File: src/rtl/track_follow_ctrl.sv
// track_follow_ctrl
// Line-following motor controller. Debounces the 3-bit line-sensor code, runs a
// follow/search/stop state machine on the debounced code and drives two H-bridge
// channels as a registered PWM level plus a 2-bit direction per side.
// Duty and direction reach the pins only at a PWM period boundary, so a channel
// never sees a truncated or stretched pulse. The one exception is shutdown:
// going to IDLE or STOP turns both motors off at once.
module track_follow_ctrl #(
    parameter int PWM_BITS       = 10,
    parameter int DEBOUNCE       = 4,
    parameter int LOST_TIMEOUT   = 50000,
    parameter int SEARCH_TIMEOUT = 2000000,
    parameter int SPEED_FAST     = 900,
    parameter int SPEED_SLOW     = 300
) (
    input  logic       clk,
    input  logic       reset,
    input  logic       enable,
    input  logic [2:0] detect_road,
    output logic       left_pwm,
    output logic       right_pwm,
    output logic [1:0] left_dir,
    output logic [1:0] right_dir,
    output logic [2:0] state
);

    typedef enum logic [2:0] {
        ST_IDLE     = 3'd0,
        ST_STRAIGHT = 3'd1,
        ST_LEFT     = 3'd2,
        ST_RIGHT    = 3'd3,
        ST_SEARCH   = 3'd4,
        ST_STOP     = 3'd5
    } state_t;

    localparam int DB_W     = $clog2(DEBOUNCE + 1);
    localparam int LOST_W   = $clog2(LOST_TIMEOUT + 1);
    localparam int SEARCH_W = $clog2(SEARCH_TIMEOUT + 1);

    localparam logic [DB_W-1:0]     DB_FULL    = DB_W'(DEBOUNCE);
    localparam logic [DB_W-1:0]     DB_ONE     = DB_W'(1);
    localparam logic [LOST_W-1:0]   LOST_LAST  = LOST_W'(LOST_TIMEOUT - 1);
    localparam logic [SEARCH_W-1:0] SRCH_LAST  = SEARCH_W'(SEARCH_TIMEOUT - 1);
    localparam logic [PWM_BITS-1:0] DUTY_FAST  = PWM_BITS'(SPEED_FAST);
    localparam logic [PWM_BITS-1:0] DUTY_SLOW  = PWM_BITS'(SPEED_SLOW);
    localparam logic [PWM_BITS-1:0] DUTY_ZERO  = {PWM_BITS{1'b0}};
    localparam logic [PWM_BITS-1:0] PWM_MAX    = {PWM_BITS{1'b1}};

    localparam logic [1:0] DIR_OFF = 2'b00;
    localparam logic [1:0] DIR_REV = 2'b01;
    localparam logic [1:0] DIR_FWD = 2'b10;

    localparam logic SIDE_LEFT  = 1'b0;
    localparam logic SIDE_RIGHT = 1'b1;

    // Reject duty values the counter can never exceed and a zero-length debounce.
    if ((SPEED_FAST >= (1 << PWM_BITS)) || (SPEED_SLOW >= (1 << PWM_BITS)) ||
        (SPEED_FAST < 0) || (SPEED_SLOW < 0) || (DEBOUNCE < 1) ||
        (LOST_TIMEOUT < 1) || (SEARCH_TIMEOUT < 1)) begin : g_param_check
        $error("track_follow_ctrl: illegal parameter combination");
    end

    // Debounce and tracking state
    logic [2:0]          cand_r;
    logic [DB_W-1:0]     db_cnt_r;
    logic [DB_W-1:0]     db_cnt_s;
    logic [2:0]          stable_r;
    logic                last_side_r;

    // FSM state and timers
    state_t              state_r;
    state_t              state_s;
    logic [LOST_W-1:0]   lost_cnt_r;
    logic [LOST_W-1:0]   lost_cnt_s;
    logic [SEARCH_W-1:0] search_cnt_r;
    logic [SEARCH_W-1:0] search_cnt_s;

    // Commanded motor settings (follow the FSM every cycle)
    logic [PWM_BITS-1:0] cmd_duty_l_r, cmd_duty_r_r;
    logic [PWM_BITS-1:0] cmd_duty_l_s, cmd_duty_r_s;
    logic [1:0]          cmd_dir_l_r, cmd_dir_r_r;
    logic [1:0]          cmd_dir_l_s, cmd_dir_r_s;

    // Output stage (updated at period boundaries)
    logic [PWM_BITS-1:0] pwm_cnt_r;
    logic [PWM_BITS-1:0] duty_l_r, duty_r_r;
    logic [1:0]          dir_l_r, dir_r_r;
    logic                pwm_l_r, pwm_r_r;
    logic                force_off_s;

    // Next run length of the current candidate code; saturates once accepted.
    always_comb begin
        db_cnt_s = db_cnt_r;
        if (detect_road == cand_r) begin
            if (db_cnt_r == DB_FULL) begin
                db_cnt_s = db_cnt_r;
            end else begin
                db_cnt_s = db_cnt_r + DB_ONE;
            end
        end else begin
            db_cnt_s = DB_ONE;
        end
    end

    // Candidate tracking and promotion of a run of DEBOUNCE identical codes.
    always_ff @(posedge clk) begin
        if (!reset) begin
            cand_r   <= 3'b010;
            db_cnt_r <= {DB_W{1'b0}};
            stable_r <= 3'b010;
        end else begin
            cand_r   <= detect_road;
            db_cnt_r <= db_cnt_s;
            if (db_cnt_s == DB_FULL) begin
                stable_r <= detect_road;
            end else begin
                stable_r <= stable_r;
            end
        end
    end

    // Remember which side the line was last seen on, for the search pivot.
    always_ff @(posedge clk) begin
        if (!reset) begin
            last_side_r <= SIDE_LEFT;
        end else begin
            case (stable_r)
                3'b100, 3'b110: last_side_r <= SIDE_LEFT;
                3'b001, 3'b011: last_side_r <= SIDE_RIGHT;
                default:        last_side_r <= last_side_r;
            endcase
        end
    end

    // Next-state and timer logic; enable low overrides everything.
    always_comb begin
        state_s      = state_r;
        lost_cnt_s   = {LOST_W{1'b0}};
        search_cnt_s = {SEARCH_W{1'b0}};
        case (state_r)
            ST_IDLE: begin
                if (enable) begin
                    state_s = ST_STRAIGHT;
                end else begin
                    state_s = ST_IDLE;
                end
            end
            ST_STRAIGHT, ST_LEFT, ST_RIGHT: begin
                case (stable_r)
                    3'b010, 3'b101: state_s = ST_STRAIGHT;
                    3'b100, 3'b110: state_s = ST_LEFT;
                    3'b001, 3'b011: state_s = ST_RIGHT;
                    3'b111:         state_s = ST_STOP;
                    3'b000: begin
                        if (lost_cnt_r == LOST_LAST) begin
                            state_s = ST_SEARCH;
                        end else begin
                            state_s = state_r;
                        end
                    end
                    default:        state_s = state_r;
                endcase
            end
            ST_SEARCH: begin
                // A valid code always beats the timeout.
                case (stable_r)
                    3'b010, 3'b101: state_s = ST_STRAIGHT;
                    3'b100, 3'b110: state_s = ST_LEFT;
                    3'b001, 3'b011: state_s = ST_RIGHT;
                    3'b111:         state_s = ST_STOP;
                    default: begin
                        if (search_cnt_r == SRCH_LAST) begin
                            state_s = ST_STOP;
                        end else begin
                            state_s = ST_SEARCH;
                        end
                    end
                endcase
            end
            ST_STOP: state_s = ST_STOP;
            default: state_s = ST_IDLE;
        endcase

        if (!enable) begin
            state_s = ST_IDLE;
        end else begin
            state_s = state_s;
        end

        // Timers run only while staying put; any entry starts them from zero.
        if ((state_s == state_r) && (stable_r == 3'b000) &&
            ((state_r == ST_STRAIGHT) || (state_r == ST_LEFT) || (state_r == ST_RIGHT))) begin
            lost_cnt_s = lost_cnt_r + LOST_W'(1);
        end else begin
            lost_cnt_s = {LOST_W{1'b0}};
        end

        if ((state_s == ST_SEARCH) && (state_r == ST_SEARCH)) begin
            search_cnt_s = search_cnt_r + SEARCH_W'(1);
        end else begin
            search_cnt_s = {SEARCH_W{1'b0}};
        end
    end

    // State register and timers.
    always_ff @(posedge clk) begin
        if (!reset) begin
            state_r      <= ST_IDLE;
            lost_cnt_r   <= {LOST_W{1'b0}};
            search_cnt_r <= {SEARCH_W{1'b0}};
        end else begin
            state_r      <= state_s;
            lost_cnt_r   <= lost_cnt_s;
            search_cnt_r <= search_cnt_s;
        end
    end

    // Motor command for the state being entered; a lost line keeps the last command.
    always_comb begin
        cmd_duty_l_s = cmd_duty_l_r;
        cmd_duty_r_s = cmd_duty_r_r;
        cmd_dir_l_s  = cmd_dir_l_r;
        cmd_dir_r_s  = cmd_dir_r_r;
        case (state_s)
            ST_STRAIGHT: begin
                cmd_duty_l_s = DUTY_FAST; cmd_dir_l_s = DIR_FWD;
                cmd_duty_r_s = DUTY_FAST; cmd_dir_r_s = DIR_FWD;
            end
            ST_LEFT: begin
                case (stable_r)
                    3'b110: begin
                        cmd_duty_l_s = DUTY_SLOW; cmd_dir_l_s = DIR_FWD;
                        cmd_duty_r_s = DUTY_FAST; cmd_dir_r_s = DIR_FWD;
                    end
                    3'b100: begin
                        cmd_duty_l_s = DUTY_SLOW; cmd_dir_l_s = DIR_REV;
                        cmd_duty_r_s = DUTY_FAST; cmd_dir_r_s = DIR_FWD;
                    end
                    default: begin
                        cmd_duty_l_s = cmd_duty_l_r; cmd_dir_l_s = cmd_dir_l_r;
                        cmd_duty_r_s = cmd_duty_r_r; cmd_dir_r_s = cmd_dir_r_r;
                    end
                endcase
            end
            ST_RIGHT: begin
                case (stable_r)
                    3'b011: begin
                        cmd_duty_l_s = DUTY_FAST; cmd_dir_l_s = DIR_FWD;
                        cmd_duty_r_s = DUTY_SLOW; cmd_dir_r_s = DIR_FWD;
                    end
                    3'b001: begin
                        cmd_duty_l_s = DUTY_FAST; cmd_dir_l_s = DIR_FWD;
                        cmd_duty_r_s = DUTY_SLOW; cmd_dir_r_s = DIR_REV;
                    end
                    default: begin
                        cmd_duty_l_s = cmd_duty_l_r; cmd_dir_l_s = cmd_dir_l_r;
                        cmd_duty_r_s = cmd_duty_r_r; cmd_dir_r_s = cmd_dir_r_r;
                    end
                endcase
            end
            ST_SEARCH: begin
                if (last_side_r == SIDE_LEFT) begin
                    cmd_duty_l_s = DUTY_SLOW; cmd_dir_l_s = DIR_REV;
                    cmd_duty_r_s = DUTY_SLOW; cmd_dir_r_s = DIR_FWD;
                end else begin
                    cmd_duty_l_s = DUTY_SLOW; cmd_dir_l_s = DIR_FWD;
                    cmd_duty_r_s = DUTY_SLOW; cmd_dir_r_s = DIR_REV;
                end
            end
            default: begin
                cmd_duty_l_s = DUTY_ZERO; cmd_dir_l_s = DIR_OFF;
                cmd_duty_r_s = DUTY_ZERO; cmd_dir_r_s = DIR_OFF;
            end
        endcase
    end

    // Command registers, aligned with the state register.
    always_ff @(posedge clk) begin
        if (!reset) begin
            cmd_duty_l_r <= DUTY_ZERO;
            cmd_duty_r_r <= DUTY_ZERO;
            cmd_dir_l_r  <= DIR_OFF;
            cmd_dir_r_r  <= DIR_OFF;
        end else begin
            cmd_duty_l_r <= cmd_duty_l_s;
            cmd_duty_r_r <= cmd_duty_r_s;
            cmd_dir_l_r  <= cmd_dir_l_s;
            cmd_dir_r_r  <= cmd_dir_r_s;
        end
    end

    assign force_off_s = (state_s == ST_IDLE) || (state_s == ST_STOP);

    // PWM counter, period-boundary latching of duty/dir, and registered pwm levels.
    always_ff @(posedge clk) begin
        if (!reset) begin
            pwm_cnt_r <= DUTY_ZERO;
            duty_l_r  <= DUTY_ZERO;
            duty_r_r  <= DUTY_ZERO;
            dir_l_r   <= DIR_OFF;
            dir_r_r   <= DIR_OFF;
            pwm_l_r   <= 1'b0;
            pwm_r_r   <= 1'b0;
        end else begin
            pwm_cnt_r <= pwm_cnt_r + PWM_BITS'(1);
            if (force_off_s) begin
                duty_l_r <= DUTY_ZERO;
                duty_r_r <= DUTY_ZERO;
                dir_l_r  <= DIR_OFF;
                dir_r_r  <= DIR_OFF;
                pwm_l_r  <= 1'b0;
                pwm_r_r  <= 1'b0;
            end else begin
                if (pwm_cnt_r == PWM_MAX) begin
                    duty_l_r <= cmd_duty_l_r;
                    duty_r_r <= cmd_duty_r_r;
                    dir_l_r  <= cmd_dir_l_r;
                    dir_r_r  <= cmd_dir_r_r;
                end else begin
                    duty_l_r <= duty_l_r;
                    duty_r_r <= duty_r_r;
                    dir_l_r  <= dir_l_r;
                    dir_r_r  <= dir_r_r;
                end
                pwm_l_r <= (pwm_cnt_r < duty_l_r);
                pwm_r_r <= (pwm_cnt_r < duty_r_r);
            end
        end
    end

    assign left_pwm  = pwm_l_r;
    assign right_pwm = pwm_r_r;
    assign left_dir  = dir_l_r;
    assign right_dir = dir_r_r;
    assign state     = state_r;

endmodule

File: config.mk
export PLATFORM = sky130hd
export DESIGN_NAME = track_follow_ctrl
export DESIGN_NICKNAME = d
export VERILOG_FILES = /design/src/rtl/track_follow_ctrl.sv
export SDC_FILE = /design/constraint.sdc
export NUM_CORES = 1
export LEC_CHECK = 0
export ABC_CLOCK_PERIOD_IN_PS = 2450
export CORE_ASPECT_RATIO = 1.75
export CORE_MARGIN = 3
export CORE_UTILIZATION = 55
export CTS_BUF_LIST = sky130_fd_sc_hd__clkbuf_4 sky130_fd_sc_hd__clkbuf_8 sky130_fd_sc_hd__clkbuf_16
export DETAILED_ROUTE_END_ITERATION = 6
export PLACE_DENSITY = 0.76
export SYNTH_ARGS = -nofsm -noshare
export SYNTH_HDL_FRONTEND = slang
export SYNTH_SLANG_ARGS = --single-unit
File: constraint.sdc
create_clock -name clk -period 2.45 [get_ports clk]
set_input_delay 0.3675 -clock clk [delete_from_list [all_inputs] [get_ports clk]]
set_output_delay 0.3675 -clock clk [all_outputs]
set_load 0.05 [all_outputs]
==> flow_summary.yaml, run 1 <==
worst_setup_path:
  cpPeakStageDelay_ps: 350
  worstPathArrival_ps: 2620
  r2r-end: "lost_cnt_r[13]"
  regToRegStartpoint: "lost_cnt_r[7]"
  rr_worst_depth: 8
  worstSetupStartpoint: "lost_cnt_r[7]"
  cp_slowest_cell: "dfxtp_2"
  worst_path_dominant_cell_family: "simple AND/OR/NAND/NOR gates"
  crit_path_cell_trace: "nor4_4, a41oi_2, a32o_2, or2_4, nor4b_4, o2111ai_4, clkbuf_16, nor2_1"
  reg2reg_slack_ps: 100
  critical_path_required_ps: 2720
  cp-end-kind: "flip-flop"
  path_buf_inv: 1
  cp-start-kind: "flip-flop"
  cp_max_fo: 8
  crit_type: "flip-flop to flip-flop"
  worst-path-stages: 8
  endpoint: "lost_cnt_r[13]"
global_route:
  antenna_found_initial: 0
  grt_pass1_wl_mm: 13.7
  grt_max_degree: 26
  grt_overflow: 0
  grt_pass1_vias: 3154
  gr-usage-all-layers_pct: 20.5
detailed_routing:
  drt-pass1-iter-count: 4
  routed_via_density: 5.56
  drc: 0
  wl_mm: 7.99
  num_vias: 3084
  drtIter0Drc: 145
  ant_nets: 0
  wl_per_cell_um: 14.4
timing:
  maxSlewHeadroom_pct: 55.3
  hold_viol: 0
  slew_violations: 0
  setup-violations-final: 0
  tightestPinTransition_ps: 663
  min_period_ps: 2350
  finalCritPeriodShare_pct: 95.7
  finalClockSkew_ps: 8.97
  final.setup.tns_ps: 0
  fmax_mhz: 426
pwr:
  p_clk_share_pct: 49.5
  leakage_uw: 0.00175
  seq_power_share_pct: 47.6
  comb_power_share_pct: 2.9
  sw_frac_of_total_pct: 20.2
  power_density_nw_per_um2: 606
  ir_worst_vdd_mv: 0.440
  p_switching_uw: 577
  internal-power_uw: 2280
logic_synthesis:
  synthTopCellsByArea: "dfxtp_1 (42%), nor2_1 (6.4%), xor2_1 (6.1%)"
  syn_area_per_cell_um2: 9.16
  ys_types: 60
  yosysWarningCount: 0
  synth_edf_count: 0
  yosysSeqAreaShare_pct: 42.1
  synthCells: 426
  synth_top_area_share_pct: 42.1
  ys_top_cells_by_count: "dfxtp_1 (82), nor2_1 (66), nand2_1 (27), xor2_1 (27), nand3_1 (19)"
  syn_area_um2: 3900
  synth-async-reset-ratio_pct: 0
  synthFlopType: "dfxtp_1"
  syn_nets: 447
  synth_top_area_cell: "dfxtp_1"
  yosysMostFrequentCell: "dfxtp_1"
  ys_seq_elements: 82
floorplanning:
  core-area_um2: 6860
  io_pins: 15
  start_util_pct: 56.9
  die_w_um: 69.7
  row_count: 40
  dieArea_um2: 8180
  die_y_um: 117
clock_network:
  cts_tree: "built"
  cts_root_buffer: "clkbuf_16"
  clk_path_buf_depth: 2
  cts.sinks: 82
  clkTransAtPathRegs_ps: 60
  cts.htree.levels: 3
  cts_buffers: 9
  clk_latency_ps: 340
cells_and_area:
  design_area_um2: 4720
  antenna_cells: 0
  stdcell_count: 555
  synthToLayoutAreaGrowth_pct: 20.9
  drive_gt1_share_pct: 17.6
  nets: 488
placement:
  dpl.cell_count: 535
  io_buffers: 14
  place_area_um2: 4290
  dp_hpwl_mm: 5.69
  gp_congestion: 0.928
hold_path:
  hold_path_class: "flip-flop to flip-flop"
run_status:
  status: "complete, no violations"
run:
  cap_viol_max_count: 0
==> area by class of cell <==
| class | count | area, µm² |
|---|---|---|
| fillers | 526 | 2140 |
| inverters | 16 | 60.1 |
| clock buffers | 10 | 233 |
| flip-flops and latches | 82 | 1650 |
| repair buffers | 46 | 423 |
| well taps | 84 | 105 |
| multi-input cells | 312 | 2160 |
| clock inverters | 5 | 81.3 |
==> power groups by stage <==
stage / Clock (µW) / Combinational, µW / Sequential [µW]
2_1_floorplan: 0 / 49.3 / 1390
3_3_place_gp: 0 / 80.5 / 1390
3_5_place_dp: 0 / 82.5 / 1390
4_1_cts: 1440 / 83.1 / 1360
5_1_grt: 1500 / 93.1 / 1360
6_report: 1420 / 82.9 / 1360
==> cells in the final DEF (no fill, tap or decap), drive strengths merged, types with 3 or more instances in the layout <==
master         instances
nand4                  8
nand2b                 6
nor4b                  3
and2                   4
xor2                  27
buf                   31
mux2i                 15
clkinv                 3
clkdlybuf4s50         14
clkbuf                11
a211oi                 4
nor2b                  5
a21oi                 13
nor3                   4
nand3                 19
nand2                 27
inv                   15
xnor2                 16
dfxtp                 82
or3                    8
and3                  11
ha                    15
o21ai                 11
nor2                  76
==> registers in the layout (all words and copies together), names as in the netlist <==
name / flops
right_pwm: 1
search_cnt_r: 21
left_dir: 2
right_dir: 2
cmd_dir_r_r: 2
pwm_cnt_r: 10
cmd_dir_l_r: 2
duty_l_r: 3
cand_r: 3
db_cnt_r: 3
duty_r_r: 3
state: 3
cmd_duty_r_r: 3
lost_cnt_r: 16
left_pwm: 1
stable_r: 3
cmd_duty_l_r: 3
last_side_r: 1
==> metrics by stage <==
step           worst slack, ps  hold WS [ps]  total power [µW]  utilization [%]
2_1_floorplan             16.3           418              1440                -
3_3_place_gp              36.2           426              1470             62.6
3_5_place_dp              22.1           437              1470             62.6
4_1_cts                   2.06           455              2880             67.2
5_1_grt                  -45.2           447              2950             68.8
6_report                   105           421              2860             68.8
==> worst min path at each step <==
stage	slack (ps)	from	cells past startpoint	to
after global placement	430	pwm_cnt_r[0]	1	pwm_cnt_r[0]
after global routing	450	lost_cnt_r[0]	1	lost_cnt_r[0]
after detailed placement	440	pwm_cnt_r[0]	1	pwm_cnt_r[0]
after floorplan	420	pwm_cnt_r[0]	1	pwm_cnt_r[0]
after CTS	450	pwm_cnt_r[0]	1	pwm_cnt_r[0]
final	420	lost_cnt_r[0]	1	lost_cnt_r[0]
==> routing by layer <==
layer	vias up	GRT usage, %	wire, µm	share of wire [%]
li1	1544	-	-	-
met1	1471	21.1	3070	38
met4	0	10.8	299	3.7
met2	43	37.3	4410	55
met3	26	5.06	210	2.6
met5	-	0	0	0
==> logic make-up (layout without fill, tap and decap cells) <==
group / Yosys count / after routing / share of synthesized area (%)
AOI/OAI and AO/OA: 53 / 53 / 11.0
xor gates and xnor gates: 43 / 43 / 9.65
adders and majority gates: 16 / 16 / 5.07
buffers and inverters: 32 / 77 / 3.78
DFF: 82 / 82 / 42.1
muxes: 16 / 16 / 4.14
and+or+nand+nor: 184 / 184 / 24.2
==> timing repair <==
| action | 4_1_cts | 5_1_grt |
|---|---|---|
| resized for setup | 2 | 14 |
| setup buffers | 0 | 4 |
| pin swaps | 1 | 8 |
| hold buffers | 0 | 0 |
| endpoints found under the setup margin | 1 | 36 |
| cloned | 0 | 1 |
(Power assumes the default switching activity.)
==> run 2: changes to the inputs <==
- ABC_CLOCK_PERIOD_IN_PS: 2450 -> 2770
- CORE_UTILIZATION: 55 -> 60
- PLACE_DENSITY: 0.76 -> 0.79
- SLEW_MARGIN: not set -> 20
- clock period: 2.45 -> 2.77 ns (I/O delays scaled with it)
==> run 2 against run 1 <==
  * Power fell by 27%
  * Critical path depth up 1
  * Combinational power down 20%
  * Worst setup slack better by 120 ps
  * Sequential share of layout area increased by 2.9 points
  * Worst hold slack better by 31 ps
  * Die area fell by 7.8%
==> flow_summary.yaml, run 2 (same netlist as run 1, synthesis figures left out) <==
cells_and_area:
  mostFrequentLayoutCell: "dfxtp_1"
  multi_input_area_um2: 2110
  regArea_um2: 1640
  antenna_cells: 0
  largest_register_ffs: 21
  reg.largest.list: "search_cnt_r x21, lost_cnt_r x16, pwm_cnt_r x10"
  nFillCells: 514
  nets: 465
  top_register: "search_cnt_r"
  drive_gt1_share_pct: 10.0
  final_cell_mix: "dfxtp_1 (80), nor2_1 (66), xor2_1 (27), nand2_1 (27), nand3_1 (19)"
  synthToLayoutAreaGrowth_pct: 10.9
  design_area_um2: 4330
  final_core_util_pct: 68.9
detailed_routing:
  routed_via_density: 5.55
  ant_nets: 0
  drtIter0Drc: 96
  drc: 0
  wl_per_cell_um: 13.9
  num_vias: 2935
  wl_mm: 7.36
  drt-pass1-iter-count: 4
timing:
  final.setup.tns_ps: 0
  tightestPinTransition_ps: 634
  finalCritPeriodShare_pct: 91.7
  hold_viol: 0
  rsz0062_at_grt: "false"
  setup-violations-final: 0
  slew_violations: 0
  fmax_mhz: 394
  finalClockSkew_ps: 5.23
  min_period_ps: 2540
  whs_ps: 452
  maxSlewHeadroom_pct: 57.6
floorplanning:
  core-area_um2: 6280
  io_pins: 15
  die_y_um: 113
  die_w_um: 67.0
  start_util_pct: 62.2
  row_count: 38
  dieArea_um2: 7540
global_route:
  grt_pass1_vias: 2988
  grt_overflow: 0
  grt_pass1_wl_mm: 12.9
  grt_max_degree: 26
  gr-usage-all-layers_pct: 22.0
  antenna_found_initial: 0
pwr:
  finalPower_uw: 2080
  power_density_nw_per_um2: 482
  ir_worst_vdd_mv: 0.418
  leakage_uw: 0.00155
worst_setup_path:
  cp-end-kind: "flip-flop"
  regToRegStartpoint: "lost_cnt_r[0]"
  cp_max_fo: 16
  crit_type: "flip-flop to flip-flop"
  cpPeakStageDelay_ps: 370
  worstSetupStartpoint: "lost_cnt_r[0]"
  cp_slowest_cell: "dfxtp_1"
  crit_path_cell_trace: "ha_1, and3_1, a41oi_1, a32o_1, or2_1, nor4b_2, o2111ai_4, buf_12, nor2_1"
  worstPathArrival_ps: 2830
  cp-start-kind: "flip-flop"
  critical_path_required_ps: 3060
clock_network:
  cts.htree.levels: 3
  cts_root_buffer: "clkbuf_8"
  clk_latency_ps: 350
  clkTransAtPathRegs_ps: 70
  cts.sinks: 82
  cts_buffers: 9
  clk_path_buf_depth: 2
  cts_tree: "built"
hold_path:
  hold_start: "pwm_cnt_r[0]"
  hold_path_class: "flip-flop to flip-flop"
run_status:
  status: "complete, no violations"
run:
  cap_viol_max_count: 0
placement:
  io_buffers: 14
  gp_congestion: 0.875
  dp_hpwl_mm: 5.48
  place_area_um2: 4110
## run 2: cell count changes in the layout (fill, tap and decap cells not counted), moves of 2 or more
cell and delta:
clkbuf_8 +12, bufinv_16 -2, dfxtp_1 +6, dfxtp_2 -5, clkbuf_16 -10, buf_4 -21
## run 2: final timing paths
path                        end  slack (ps)  depth (start not counted)
hold / removal     pwm_cnt_r[0]         450                          1
setup reg to reg  lost_cnt_r[2]         230                          9
hold reg to reg    pwm_cnt_r[0]         450                          1
setup / recovery  lost_cnt_r[2]         230                          9
## run 2: per-stage QoR
stage          setup WS, ps  std cells
2_1_floorplan          78.4        426
3_3_place_gp            211        512
3_5_place_dp            132        512
4_1_cts                 109        528
5_1_grt                51.2        529
6_report                230        529
## run 2: layout make-up
cell class | count | share of cell area [%]
well taps | 80 | 2.31
inverters | 16 | 1.39
clock inverters | 2 | 0.231
flip-flops and latches | 82 | 38.0
clock buffers | 14 | 4.16
repair buffers | 23 | 5.09
multi-input cells | 312 | 48.8
## run 2: critical path: cells and delay by family (launching register included)
family / cells / cell delay [ps]
buffers and inverters: 1 / 200
AO/OA/AOI/OAI: 3 / 740
AND/OR/NAND/NOR: 4 / 970
adder cells (fa/ha/maj): 1 / 190
flip-flops: 1 / 370
## run 2: report_power, final
group	leakage [µW]	internal (µW)	switching [µW]
clock	0.000103	417	398
sequential	0.000665	1190	11.3
combinational	0.000784	28.7	37.8
total	0.00155	1640	447
## run 2: repair_timing
action | in CTS | in global routing
buffers inserted | 0 | 1
endpoints found under the setup margin | 0 | 17
hold buffers | 0 | 0
resized for setup | 0 | 2
## run 2: layer usage
layer	up-vias	wire [µm]	track usage, %
li1	1499	-	-
met1	1391	3040	22.4
met2	31	3980	40.3
met3	14	186	6.01
met4	0	155	9.62
met5	-	0	0
==> run 3: changes to the inputs <==
- ABC_CLOCK_PERIOD_IN_PS: 2770 -> not set
- clock period: 2.77 -> 3.3 ns (I/O delays scaled with it)
==> run 3 against run 2 <==
  * Critical path depth shrank 1
  * Critical path type unchanged
  * Critical endpoint is now lost_cnt_r[13]
  * Clock-buffer cell count shrank 5
  * Fmax shrank 6.0%
  * Global-route usage grew 0.26 points
==> flow_summary.yaml, run 3 (same netlist as run 1, synthesis figures left out) <==
detailed_routing:
  drtIter0Drc: 134
  drt-pass1-iter-count: 4
  drc: 0
  ant_nets: 0
  num_vias: 2986
  wl_per_cell_um: 14.2
  routed_via_density: 5.69
  wl_mm: 7.43
global_route:
  gr-usage-all-layers_pct: 22.3
  grt_overflow: 0
  grt_pass1_wl_mm: 13.0
  grtUsageMet1_pct: 23.3
  grt_pass1_vias: 2933
  grt-busiest-layer: "met2"
  use_met3_pct: 6.01
  grt_max_degree: 27
  met2_usage_pct: 40.8
  antenna_found_initial: 0
clock_network:
  cts-hold-fix-buffers: 0
  cts_root_buffer: "clkbuf_8"
  postCtsSetupRepairBufs: 0
  cts.htree.levels: 3
  clk_path_buf_depth: 2
  cts_tree: "built"
  clkTransAtPathRegs_ps: 80
  ctsResizeCount: 0
  clk_latency_ps: 360
  cts.sinks: 82
  cts_buffers: 9
hold_path:
  hold_path_class: "flip-flop to flip-flop"
worst_setup_path:
  worstPathArrival_ps: 2940
  cpPeakStageDelay_ps: 560
  worst_path_dominant_cell_family: "compound AO/OA/AOI/OAI gates"
  cp_max_fo: 16
  cp-start-kind: "flip-flop"
  crit_path_cell_trace: "ha_1, and3_1, a41oi_1, a32o_1, nor2_1, a2111oi_4, o2111ai_4, nor2_1"
  critical_path_required_ps: 3540
  path_buf_inv: 0
  cp_slowest_cell: "o2111ai_4"
  cpMostUsedCell: "nor2_1"
  crit_type: "flip-flop to flip-flop"
  cp-end-kind: "flip-flop"
pwr:
  ir_worst_vdd_mv: 0.374
  leakage_uw: 0.00151
  sw_frac_of_total_pct: 24.2
  seq_power_share_pct: 58.7
  p_switching_uw: 416
  p_clk_share_pct: 37.9
  comb_power_share_pct: 3.3
  power_density_nw_per_um2: 402
  internal-power_uw: 1300
floorplanning:
  row_count: 38
  core-area_um2: 6280
  start_util_pct: 62.2
  io_pins: 15
  die_w_um: 67.0
  dieArea_um2: 7540
  die_y_um: 113
cells_and_area:
  stdcell_count: 525
  multi_input_area_um2: 2110
  reg.largest.list: "search_cnt_r x21, lost_cnt_r x16, pwm_cnt_r x10"
  design_area_um2: 4270
  regArea_um2: 1640
  top_register: "search_cnt_r"
  final_cell_mix: "dfxtp_1 (82), nor2_1 (66), xor2_1 (27), nand2_1 (27), nand3_1 (19)"
  nFillCells: 522
  mostFrequentLayoutCell: "dfxtp_1"
  antenna_cells: 0
  largest_register_ffs: 21
  drive_gt1_share_pct: 8.76
  nets: 461
  synthToLayoutAreaGrowth_pct: 9.46
timing:
  hold_viol: 0
  finalCritPeriodShare_pct: 81.9
  maxSlewHeadroom_pct: 55.9
  slew_violations: 0
  finalClockSkew_ps: 5.97
  min_period_ps: 2700
  rsz0062_at_grt: "false"
  final.setup.tns_ps: 0
  tightestPinTransition_ps: 654
  fin_ws_ps: 597
  setup-violations-final: 0
  fmax_mhz: 370
placement:
  dp_hpwl_mm: 5.52
  gp_congestion: 0.887
  dpl.cell_count: 509
  io_buffers: 14
  dp_slack_ps: 612
  place_area_um2: 4090
run_status:
  status: "complete, no violations"
run:
  cap_viol_max_count: 0
==> run 3: per-stage QoR <==
step / utilization, % / total power (µW) / hold slack (ps)
5_1_grt: 68.0 / 1790 / 490
4_1_cts: 68.0 / 1730 / 462
6_report: 68.0 / 1720 / 458
3_5_place_dp: 65.2 / 1090 / 444
3_3_place_gp: 65.2 / 1090 / 426
2_1_floorplan: - / 1070 / 418
==> run 3: layer usage <==
layer / vias up / part of all wire, %
li1: 1491 / -
met1: 1419 / 39
met2: 54 / 56
met3: 22 / 3.1
met4: 0 / 2.8
met5: - / 0
==> run 3: worst min-delay path: stages (launching register included) <==
cell and delay [ps]:
dfxtp_1 320, nand2_1 50, a21oi_1 50
==> run 3: cell type report <==
type / count / share of cell area, %
repair buffers: 19 / 4.16
flip-flops and latches: 82 / 38.4
clock buffers: 9 / 2.90
well taps: 80 / 2.34
inverters: 16 / 1.41
clock inverters: 7 / 1.29
multi-input cells: 312 / 49.5
==> run 3: final timing paths <==
path	start	endpoint	slack, ps	cells past startpoint
worst min-delay path	cmd_duty_r_r[8]	cmd_duty_r_r[8]	460	2
worst max register to register	lost_cnt_r[0]	lost_cnt_r[13]	600	8
worst max-delay path	lost_cnt_r[0]	lost_cnt_r[13]	600	8
worst min register to register	cmd_duty_r_r[8]	cmd_duty_r_r[8]	460	2
==> run 3: power by group through the flow <==
| stage | sequential, µW | clock, µW | combinational (µW) |
|---|---|---|---|
| 2_1_floorplan | 1030 | 0 | 36.6 |
| 3_3_place_gp | 1030 | 0 | 55.1 |
| 3_5_place_dp | 1030 | 0 | 57.0 |
| 4_1_cts | 1010 | 667 | 57.4 |
| 5_1_grt | 1010 | 715 | 63.1 |
| 6_report | 1010 | 652 | 56.9 |
